**src/rtl/vertex_frame_controller.sv**
```systemverilog
// ============================================================================
// Module      : vertex_frame_controller
// Description : Arms on a start request, scans one video frame, collects the
//               vertex hits reported by an external detector into a small
//               buffer, then streams them out over a valid/ready interface.
// Revision    : 1.0 - initial release
// ============================================================================
`default_nettype none

module vertex_frame_controller #(
  parameter int MAX_VERTICES   = 16,
  parameter int DETECT_LATENCY = 4,
  parameter int H_ACTIVE       = 1280,
  parameter int V_ACTIVE       = 720
) (
  input  logic                              clk_in,
  input  logic                              rst_n_in,
  input  logic                              start_in,
  input  logic                              data_valid_in,
  input  logic [10:0]                       hcount_in,
  input  logic [9:0]                        vcount_in,
  output logic                              det_enable_out,
  input  logic                              det_valid_in,
  input  logic [10:0]                       det_hcount_in,
  input  logic [9:0]                        det_vcount_in,
  input  logic                              det_is_vertex_in,
  output logic                              vtx_valid_out,
  input  logic                              vtx_ready_in,
  output logic [10:0]                       vtx_hcount_out,
  output logic [9:0]                        vtx_vcount_out,
  output logic                              vtx_last_out,
  output logic [$clog2(MAX_VERTICES+1)-1:0] vertex_count_out,
  output logic                              overflow_out,
  output logic                              busy_out,
  output logic                              done_out
);

  localparam int CW = $clog2(MAX_VERTICES + 1);
  localparam int AW = (MAX_VERTICES > 1) ? $clog2(MAX_VERTICES) : 1;
  localparam int DW = $clog2(DETECT_LATENCY + 1);

  localparam logic [2:0] S_IDLE   = 3'd0;
  localparam logic [2:0] S_ARMED  = 3'd1;
  localparam logic [2:0] S_SCAN   = 3'd2;
  localparam logic [2:0] S_DRAIN  = 3'd3;
  localparam logic [2:0] S_REPORT = 3'd4;

  logic [2:0]    r_state;
  logic [CW-1:0] r_count;
  logic          r_ovf;
  logic [AW-1:0] r_rd_ptr;
  logic [DW-1:0] r_drain;
  logic          r_done;
  logic [20:0]   r_buf [MAX_VERTICES];

  logic          w_frame_start;
  logic          w_frame_end;
  logic          w_capture;
  logic          w_accept;
  logic [CW-1:0] w_count_nxt;
  logic          w_report;
  logic          w_last;
  logic          w_transfer;
  logic [20:0]   w_rd_word;

  assign w_frame_start = data_valid_in && (hcount_in == 11'd0) && (vcount_in == 10'd0);
  assign w_frame_end   = data_valid_in && (hcount_in == 11'(H_ACTIVE - 1))
                                       && (vcount_in == 10'(V_ACTIVE - 1));

  // Detector results only matter while the frame (and its pipeline tail) is live
  assign w_capture   = det_valid_in && det_is_vertex_in &&
                       ((r_state == S_SCAN) || (r_state == S_DRAIN));
  assign w_accept    = w_capture && (r_count < CW'(MAX_VERTICES));
  assign w_count_nxt = w_accept ? (r_count + CW'(1)) : r_count;

  assign w_report   = (r_state == S_REPORT);
  assign w_last     = (CW'(r_rd_ptr) == (r_count - CW'(1)));
  assign w_transfer = w_report && vtx_ready_in;
  assign w_rd_word  = r_buf[r_rd_ptr];

  // Outputs are forced quiet while reset is asserted, even before the edge lands
  assign det_enable_out   = rst_n_in && data_valid_in &&
                            ((r_state == S_SCAN) || ((r_state == S_ARMED) && w_frame_start));
  assign vtx_valid_out    = rst_n_in && w_report;
  assign vtx_last_out     = rst_n_in && w_report && w_last;
  assign vtx_hcount_out   = w_rd_word[20:10];
  assign vtx_vcount_out   = w_rd_word[9:0];
  assign vertex_count_out = r_count;
  assign overflow_out     = r_ovf;
  assign busy_out         = rst_n_in && (r_state != S_IDLE);
  assign done_out         = rst_n_in && r_done;

  // Vertex storage; contents are qualified by r_count so no reset is needed
  always_ff @(posedge clk_in) begin
    if (w_accept) begin
      r_buf[r_count[AW-1:0]] <= {det_hcount_in, det_vcount_in};
    end
  end

  // Capture FSM, vertex counter, overflow flag, read pointer and done pulse
  always_ff @(posedge clk_in) begin
    if (!rst_n_in) begin
      r_state  <= S_IDLE;
      r_count  <= '0;
      r_ovf    <= 1'b0;
      r_rd_ptr <= '0;
      r_drain  <= '0;
      r_done   <= 1'b0;
    end else begin
      r_done <= 1'b0;

      case (r_state)
        S_IDLE: begin
          if (start_in) begin
            r_state  <= S_ARMED;
            r_count  <= '0;
            r_ovf    <= 1'b0;
            r_rd_ptr <= '0;
          end
        end
        S_ARMED: begin
          if (w_frame_start) begin
            r_state <= S_SCAN;
          end
        end
        S_SCAN: begin
          if (w_frame_end) begin
            r_state <= S_DRAIN;
            r_drain <= DW'(DETECT_LATENCY);
          end
        end
        S_DRAIN: begin
          r_drain <= r_drain - DW'(1);
          if (r_drain == DW'(1)) begin
            // Include a vertex landing on this very edge when deciding
            if (w_count_nxt != '0) begin
              r_state <= S_REPORT;
            end else begin
              r_state <= S_IDLE;
              r_done  <= 1'b1;
            end
          end
        end
        S_REPORT: begin
          if (w_transfer) begin
            r_rd_ptr <= r_rd_ptr + AW'(1);
            if (w_last) begin
              r_state <= S_IDLE;
              r_done  <= 1'b1;
            end
          end
        end
        default: begin
          r_state <= S_IDLE;
        end
      endcase

      if (w_capture) begin
        if (w_accept) begin
          r_count <= w_count_nxt;
        end else begin
          r_ovf <= 1'b1;
        end
      end
    end
  end

endmodule

`default_nettype wire
```
**config.mk**
```make
export PLATFORM = sky130hd
export DESIGN_NAME = vertex_frame_controller
export DESIGN_NICKNAME = d
export VERILOG_FILES = /design/src/rtl/vertex_frame_controller.sv
export SDC_FILE = /design/constraint.sdc
export NUM_CORES = 1
export LEC_CHECK = 0
export BUFFER_PORTS_ARGS = -buffer_cell sky130_fd_sc_hd__buf_2
export CAP_MARGIN = 20
export CORE_ASPECT_RATIO = 0.7
export CORE_UTILIZATION = 51
export DETAILED_ROUTE_END_ITERATION = 6
export GPL_TIMING_DRIVEN = 0
export PLACE_DENSITY_LB_ADDON = 0.12
export SYNTH_ARGS = -nofsm -noshare
export SYNTH_HDL_FRONTEND = slang
export SYNTH_SLANG_ARGS = --single-unit
```
**constraint.sdc**
```tcl
create_clock -name clk_in -period 3 [get_ports clk_in]
set_input_delay 0.15 -clock clk_in [delete_from_list [all_inputs] [get_ports clk_in]]
set_output_delay 0.15 -clock clk_in [all_outputs]
set_load 0.02 [all_outputs]
```
==> run summary, run 1 <==
Die height: 140.5 µm
Placed Cells: 1097
Layout net count: 834
Synth area leaders: edfxtp_1 72%, mux4_2 17%, dfxtp_1 3.0%
Status: finished clean
Fin cells: 1167
First-pass GRT wire length: 44.99 mm
Async set-reset flop share out of synthesis: 0%
EDFF count, synth: 336
Flops & latches, synth: 357
Htree depth: 2
Initial antenna violation count: 0
Worst-Margin Slew: 0.9845 ns
Syn Area/Cell: 21.76 µm²
Wire per inst: 25.91 µm
Yosys Warn Count: 0
Period minus WS final: 2.874 ns
Filler Cell Count: 1849
Maximum VDD drop: 367.8 µV
# clock sinks: 357
Via-to-Cell Ratio: 5.933
Critical path type: flop to output pin
Routed vias: 6924
Cts bufs inserted: 34
DR DRC count: 0
Core outline area: 0.02684 mm²
Max cap viols: 0
Hold Path Class: input pin to flop
Type of origin of the critical path: flop
Pwr/cell area: 606.6 mW/mm²
Final period util: 95.79%
Share of layout cells above drive strength 1: 35.49%
Post-synth top area share: 72.23%
Final WL: 30.24 mm
1st-pass router iterations: 5
RSZ-0062 raised after global routing: false
Syn_nets: 698
Largest net degree at the start of global routing: 22
Hold Vio Cnt, Final: 0
# IOs: 81
CTS tree: yes
Die area: 0.02807 mm²
Post-synthesis cell area: 0.01397 mm²
Register area share after synthesis: 75.24%
Worst-path fanout max: 10
Synth area leader: edfxtp_1
Most common cell after layout, fill and taps aside: edfxtp_1
Synthesis-to-finish area growth: 16.98%
Clock slew at reported path FFs: 0.07 ns
Die Span X: 199.8 µm
Initial DRC Count: 599
# setup viols final: 0
Multi-input gate area: 0.003343 mm²
CTS Root Cell: clkbuf_16
Slew Limit Fails: 0
Vias in the first global route: 7319
Clock Skew: 0.01992 ns
Routed Antenna Nets: 0
Commonest non-fill, non-tap cells in the layout: 336 x edfxtp_1, 105 x mux4_2, 92 x buf_2
Placer congestion estimate: 0.8140
FF+latch area: 0.01051 mm²
CP arrival: 2.72 ns
CP Capture Type: output pin
IO buf count: 80
Site row count: 50
Diode count: 0
Starting Density: 52.05%
Worst-skew pair later-pin latency: 0.52 ns
GRT Overall Usage: 22.77%
Post-layout total power: 0.009912 W
Leak pwr: 5.157 nW
Grt ovf: 0
Required @ worst endpoint: 2.85 ns
Worst slew margin: 34.21%
Fmax: 348.0 MHz
Synth cell types: 51
Final HPWL DP: 18.48 mm
Clk buf depth: 3
Ys flop type: edfxtp_1
Post-Synthesis Cells: 642
## cells by family (layout without fill, tap and decap cells)
group,after synthesis,after routing,share of synthesized area (%)
compound gates,30,30,1.424
xor+xnor,9,9,0.5643
fa+ha+maj,7,7,0.6270
buf+inv,39,200,1.487
flops,357,357,75.24
mux,106,106,17.01
simple gates,94,94,3.646
## per-layer routing
| metal | global-route usage [%] | vias to the layer above | share of wire [%] |
|---|---|---|---|
| met5 | 0 | - | 0 |
| met4 | 5.625 | 0 | 1.5 |
| met3 | 4.912 | 40 | 6.7 |
| met2 | 34.48 | 225 | 46 |
| met1 | 34.06 | 3685 | 45 |
| li1 | - | 2974 | - |
## final cells by class
| type | instances | area share [%] |
|---|---|---|
| timing repair buffer | 100 | 4.211 |
| inverter | 8 | 0.1838 |
| buffer | 31 | 1.133 |
| multi-input combinational | 246 | 20.46 |
| tap | 364 | 2.787 |
| sequential | 357 | 64.32 |
| clock inverter | 19 | 1.126 |
| clock buffer | 42 | 5.781 |
## cells in the mapped netlist (2+ instances only)
master,instances
or4_1,4
buf_1,7
buf_6,7
and2_1,3
edfxtp_1,336
nor2_1,25
dfxtp_1,21
clkbuf_1,10
a31oi_1,4
nor2b_1,2
xnor2_1,3
mux4_2,105
buf_2,7
nor4_1,3
nand4_1,5
inv_1,7
and4b_1,2
nand2b_1,8
nand3_1,6
a21oi_1,11
nor3_1,9
o21ai_0,2
xor2_1,6
nand2_1,16
ha_1,7
## sequential cells by signal, indices dropped and copies added, names as in the netlist, named ones only
| signal | count |
|---|---|
| r_buf | 336 |
| vertex_count_out | 5 |
| r_rd_ptr | 4 |
| r_drain | 3 |
| r_state | 3 |
| overflow_out | 1 |
| r_done | 1 |
## worst max-delay path: stages, from the launching register on
cell and delay, ns:
dfxtp_1 0.37, clkbuf_1 0.74, mux4_2 0.42, mux4_2 0.49, buf_2 0.18
## stage by stage
stage	area, µm²	setup TNS, ns	hold WS, ns	util (%)	setup WS (ns)
CTS	16340	0	0.0006605	60.90	0.01078
detailed placement	15110	0	0.4767	56.30	0.2128
finish	16340	0	0.01609	60.89	0.1262
global placement	14820	-295.61	0.4579	55.24	-1.923
global route	16340	0	0.01074	60.89	0.02120
floorplan	13970	0	0.2489	-	0.04352
## final timing paths
| kind | start | end | slack [ns] | cells after the start |
|---|---|---|---|---|
| worst max register to register | r_state[1] | r_buf[3][7] | 0.20 | 5 |
| worst min register to register | r_drain[0] | r_drain[0] | 0.49 | 1 |
| worst max-delay path | flop | vtx_hcount_out[10] | 0.13 | 4 |
| worst min-delay path | det_vcount_in[3] | r_buf[0][3] | 0.02 | 1 |
## what timing repair did
action                                  in CTS  in global routing
hold buffers                                 8                  0
gates resized for setup                     10                  5
endpoints found under the setup margin      21                 15
buffers inserted                             0                  0
endpoints found under the hold margin       69                  0
gates cloned                                 0                  0
## where the power goes
part | switching, W | internal (W)
combinational | 0.0000864 | 0.0000380
clock | 0.00177 | 0.00258
sequential | 0.000000990 | 0.00544
Power figures use the tool's default switching activity.
==> run 2: changes to the inputs <==
--- a/config.mk
+++ b/config.mk
@@ -7,8 +7,9 @@
 export LEC_CHECK = 0
 export BUFFER_PORTS_ARGS = -buffer_cell sky130_fd_sc_hd__buf_2
 export CAP_MARGIN = 20
-export CORE_ASPECT_RATIO = 0.7
+export CORE_ASPECT_RATIO = 0.8
 export CORE_UTILIZATION = 51
+export CTS_BUF_LIST = sky130_fd_sc_hd__clkbuf_2
 export DETAILED_ROUTE_END_ITERATION = 6
 export GPL_TIMING_DRIVEN = 0
 export PLACE_DENSITY_LB_ADDON = 0.12
==> run 2 against run 1 <==
Effect of this change:
- clock power decreased by 25%
- core utilization increased by 1.7 points
- first-iteration DRC count increased by 5.8%
- maximum frequency decreased by 3.0%
- sequential power about the same
- worst hold slack improved by 0.16 ns
- register-to-register slack improved by 0.05 ns
- design area increased by 1.8%
- routed wire length increased by 2.4%
- critical endpoint is now vtx_vcount_out[0]
- largest cell class unchanged
==> run summary, run 2 (synthesis results as in run 1) <==
Most common cell after layout, fill and taps aside: edfxtp_1
Fin cells: 1286
IO buf count: 80
RSZ-0062 raised after global routing: true
Placed Cells: 1095
CP arrival: 2.81 ns
CTS tree: yes
Min-delay src: rst_n_in
Hold Vio Cnt, Final: 0
WP buf/inv: 3
Starting Density: 52.53%
Reg-to-reg startpoint: r_state[1]
Top cell family by delay on the critical path: multiplexers
Via-to-Cell Ratio: 5.778
Critical path type: flop to output pin
Commonest non-fill, non-tap cells in the layout: 336 x edfxtp_1, 125 x clkbuf_2, 105 x mux4_2
Initial antenna violation count: 1
Status: finished clean
Max cap viols: 0
Largest net degree at the start of global routing: 22
Final WL: 30.97 mm
First-pass GRT wire length: 46.04 mm
# setup viols final: 0
Slew Limit Fails: 0
Placer congestion estimate: 0.8452
Routed vias: 7431
GRT Overall Usage: 23.03%
Clock Skew: 0.08231 ns
Cts bufs inserted: 83
Grt ovf: 0
Final design utilization: 62.54%
Type of origin of the critical path: flop
Maximum VDD drop: 316.5 µV
Hold Path Class: input pin to flop
Final period util: 98.79%
Site row count: 53
Vias in the first global route: 7626
1st-pass router iterations: 7
Worst-path fanout max: 10
CP Cell Sequence: buf_12 > buf_12 > mux4_2 > mux4_2 > buf_2
Max reg flops: 336
Final HPWL DP: 18.45 mm
Worst slew margin: 36.80%
CP Capture Type: output pin
Clk buf depth: 3
CTS Root Cell: clkbuf_2
Wire per inst: 24.08 µm
Slowest CP cell: mux4_2
Pwr/cell area: 531.2 mW/mm²
Synthesis-to-finish area growth: 19.05%
Required @ worst endpoint: 2.85 ns
Hold Slack: 0.1778 ns
Layout net count: 922
Share of layout cells above drive strength 1: 41.06%
Clock slew at reported path FFs: 0.11 ns
DR DRC count: 0
Htree depth: 3
Fmax: 337.4 MHz
# IOs: 81
Worst-skew pair later-pin latency: 0.87 ns
Core outline area: 0.02659 mm²
Slowest stage delay, CP: 0.53 ns
Die area: 0.02806 mm²
Die Span X: 187.0 µm
Initial DRC Count: 634
Leak pwr: 5.445 nW
Die height: 150.0 µm
Worst-Margin Slew: 0.9480 ns
Period minus WS final: 2.964 ns
Routed Antenna Nets: 0
# clock sinks: 357
==> run 2: per-stage QoR <==
stage / power [W] / setup slack (ns) / TNS, ns / instance area (µm²)
6_report: 0.008834 / 0.03637 / 0 / 16630
5_1_grt: 0.009165 / -0.1172 / -1.311 / 16630
4_1_cts: 0.008922 / -0.04196 / -0.2420 / 16550
3_5_place_dp: 0.005662 / 0.3182 / 0 / 15220
3_3_place_gp: 0.005650 / -1.620 / -317.58 / 14820
2_1_floorplan: 0.005570 / 0.04352 / 0 / 13970
==> run 2: final timing paths <==
| check | to | slack, ns | depth (start not counted) |
|---|---|---|---|
| worst max-delay path | vtx_vcount_out[0] | 0.04 | 5 |
| worst max register to register | r_state[2] | 0.25 | 7 |
| worst min register to register | r_drain[1] | 0.48 | 2 |
| worst min-delay path | r_drain[1] | 0.18 | 4 |
==> run 2: layer usage <==
metal | track usage (%) | part of all wire [%]
met1 | 33.36 | 44
met2 | 35.11 | 47
met3 | 5.183 | 6.9
met4 | 7.500 | 1.7
met5 | 0 | 0
==> run 2: cell type report <==
cell class | instances | area [µm²]
antenna | 1 | 2.502
buffer | 30 | 296.5
clock buffer | 123 | 615.6
clock inverter | 24 | 196.4
fill | 1892 | 9962
inverter | 8 | 30.03
multi-input combinational | 246 | 3393
sequential | 357 | 10520
tap | 357 | 446.7
timing repair buffer | 140 | 1134
==> run 2: what timing repair did <==
item	4_1_cts	5_1_grt
pin swaps	0	1
hold buffers	40	0
setup endpoints to repair	22	24
buffers inserted	3	1
gates resized for setup	46	18
endpoints found under the hold margin	357	0
==> run 2: tightest hold or removal path: cells and delay by family <==
kind | cells | cell delay, ns
AOI/OAI and AO/OA | 1 | 0.07
buffers and inverters | 2 | 0.69
and+or+nand+nor | 1 | 0.08
==> run 2: report_power, final <==
part           switching (W)  internal [W]  total, W  leakage, nW
Sequential       0.000000898       0.00543   0.00543         3.19
Combinational      0.0000902     0.0000602  0.000150         1.65
Clock                0.00182       0.00143   0.00325        0.604
==> run 3: changes to the inputs <==
--- a/config.mk
+++ b/config.mk
@@ -5,7 +5,7 @@
 export SDC_FILE = /design/constraint.sdc
 export NUM_CORES = 1
 export LEC_CHECK = 0
-export BUFFER_PORTS_ARGS = -buffer_cell sky130_fd_sc_hd__buf_2
+export BUFFER_PORTS_ARGS = -buffer_cell sky130_fd_sc_hd__clkbuf_2
 export CAP_MARGIN = 20
 export CORE_ASPECT_RATIO = 0.8
 export CORE_UTILIZATION = 51
@@ -13,6 +13,7 @@
 export DETAILED_ROUTE_END_ITERATION = 6
 export GPL_TIMING_DRIVEN = 0
 export PLACE_DENSITY_LB_ADDON = 0.12
+export SETUP_SLACK_MARGIN = 0.1
 export SYNTH_ARGS = -nofsm -noshare
 export SYNTH_HDL_FRONTEND = slang
 export SYNTH_SLANG_ARGS = --single-unit
==> run 3 against run 2 <==
Effect of this change:
- the flow now finishes with violations (negative setup slack)
- global-route usage rose by 0.19 points
- final cell count rose by 0.39%
- register-to-register slack got worse by 0.15 ns
- clock power fell by 6%
- via count fell by 0.70%
- combinational power barely moved
- core utilization fell by 0.13 points
- sequential share of layout area rose by 0.15 points
- critical path depth did not move
- critical path type unchanged
- highest routed layer unchanged
==> run summary, run 3 (synthesis results as in run 1) <==
Status: finished, violations left
Failing checks: negative setup slack
Period minus WS final: 3.005 ns
Vias in the first global route: 7766
Worst-Margin Slew: 0.9642 ns
Most common cell after layout, fill and taps aside: edfxtp_1
Slew Limit Fails: 0
First-pass GRT wire length: 46.22 mm
Routed Antenna Nets: 0
Leak pwr: 5.420 nW
Maximum VDD drop: 291.6 µV
Final TNS setup: -0.004516 ns
Final period util: 100.2%
Hold Slack: 0.07775 ns
Via-to-Cell Ratio: 5.716
Post-layout total power: 0.008654 W
Share of layout cells above drive strength 1: 41.91%
Starting Density: 52.53%
GRT Overall Usage: 23.22%
Initial antenna violation count: 1
Worst-skew pair later-pin latency: 0.90 ns
Placer congestion estimate: 0.8510
CP arrival: 2.85 ns
Hold Path Class: input pin to flop
Final HPWL DP: 18.73 mm
# setup viols final: 1
Worst slew margin: 35.57%
CTS tree: yes
Final WL: 31.41 mm
Largest net degree at the start of global routing: 22
Synthesis-to-finish area growth: 18.81%
Placed Cells: 1089
Site row count: 53
CTS Root Cell: clkbuf_2
Layout net count: 924
Die height: 150.0 µm
Clock Skew: 0.08661 ns
Clk buf depth: 3
Fmax: 332.8 MHz
Die area: 0.02806 mm²
# clock sinks: 357
Final design utilization: 62.41%
DR DRC count: 0
Hold Vio Cnt, Final: 0
Fin cells: 1291
Htree depth: 3
Routed vias: 7379
Initial DRC Count: 594
Type of origin of the critical path: flop
Max cap viols: 0
Die Span X: 187.0 µm
Filler Cell Count: 1900
Max reg flops: 336
Core outline area: 0.02659 mm²
# IOs: 81
Clock slew at reported path FFs: 0.10 ns
Critical path type: flop to output pin
Commonest non-fill, non-tap cells in the layout: 336 x edfxtp_1, 204 x clkbuf_2, 105 x mux4_2
Cts bufs inserted: 86
1st-pass router iterations: 5
Worst-path fanout max: 10
CP Capture Type: output pin
Required @ worst endpoint: 2.85 ns
Grt ovf: 0
IO buf count: 80
RSZ-0062 raised after global routing: true
Wire per inst: 24.33 µm
Pwr/cell area: 521.5 mW/mm²
Setup ws final: -0.004516 ns
-- run 3: stage by stage --
step	setup WS (ns)	area (µm²)
after floorplan	0.2404	13980
after global placement	-1.102	14830
after detailed placement	0.1530	15180
after CTS	-0.07874	16540
after global routing	-0.1216	16600
final	-0.004516	16600
-- run 3: layout make-up --
| cell class | count | area, µm² | share of cell area (%) |
|---|---|---|---|
| inverter | 8 | 30.03 | 0.1809 |
| multi-input combinational | 248 | 3408 | 20.54 |
| clock inverter | 21 | 108.9 | 0.6559 |
| tap | 357 | 446.7 | 2.691 |
| antenna | 1 | 2.502 | 0.01508 |
| clock buffer | 132 | 660.6 | 3.981 |
| buffer | 31 | 314.1 | 1.892 |
| timing repair buffer | 136 | 1106 | 6.665 |
| sequential | 357 | 10520 | 63.38 |
-- run 3: critical path, cell delays in order (launching register included) --
cell and delay, ns:
dfxtp_4 0.38, buf_12 0.17, buf_16 0.18, mux4_2 0.52, mux4_2 0.54, clkbuf_2 0.18
-- run 3: what timing repair did --
action | in CTS | in global routing
pin swaps | 0 | 8
setup buffers | 1 | 3
endpoints found under the hold margin | 366 | 0
endpoints found under the setup margin | 22 | 192
resized for setup | 57 | 19
gates cloned | 0 | 2
hold buffers | 43 | 0
-- run 3: path summary, 6_finish.rpt --
path | start | to | slack [ns] | depth (start not counted)
worst min-delay path | hcount_in[0] | r_state[0] | 0.08 | 6
worst max-delay path | flop | vtx_vcount_out[9] | -0.005 | 5
worst min register to register | r_drain[1] | r_drain[1] | 0.49 | 2
worst max register to register | vertex_count_out[3] | r_buf[14][1] | 0.10 | 4
-- run 3: metal layers --
metal / share of wire, % / track usage, %
met5: 0 / 0
met4: 1.5 / 7.869
met3: 5.6 / 4.690
met2: 49 / 37.80
met1: 44 / 31.78
-- run 3: report_power, final --
group / total, W / internal, W / switching (W)
Sequential: 0.00543 / 0.00543 / 0.00000116
Clock: 0.00307 / 0.00124 / 0.00183
Combinational: 0.000151 / 0.0000599 / 0.0000906
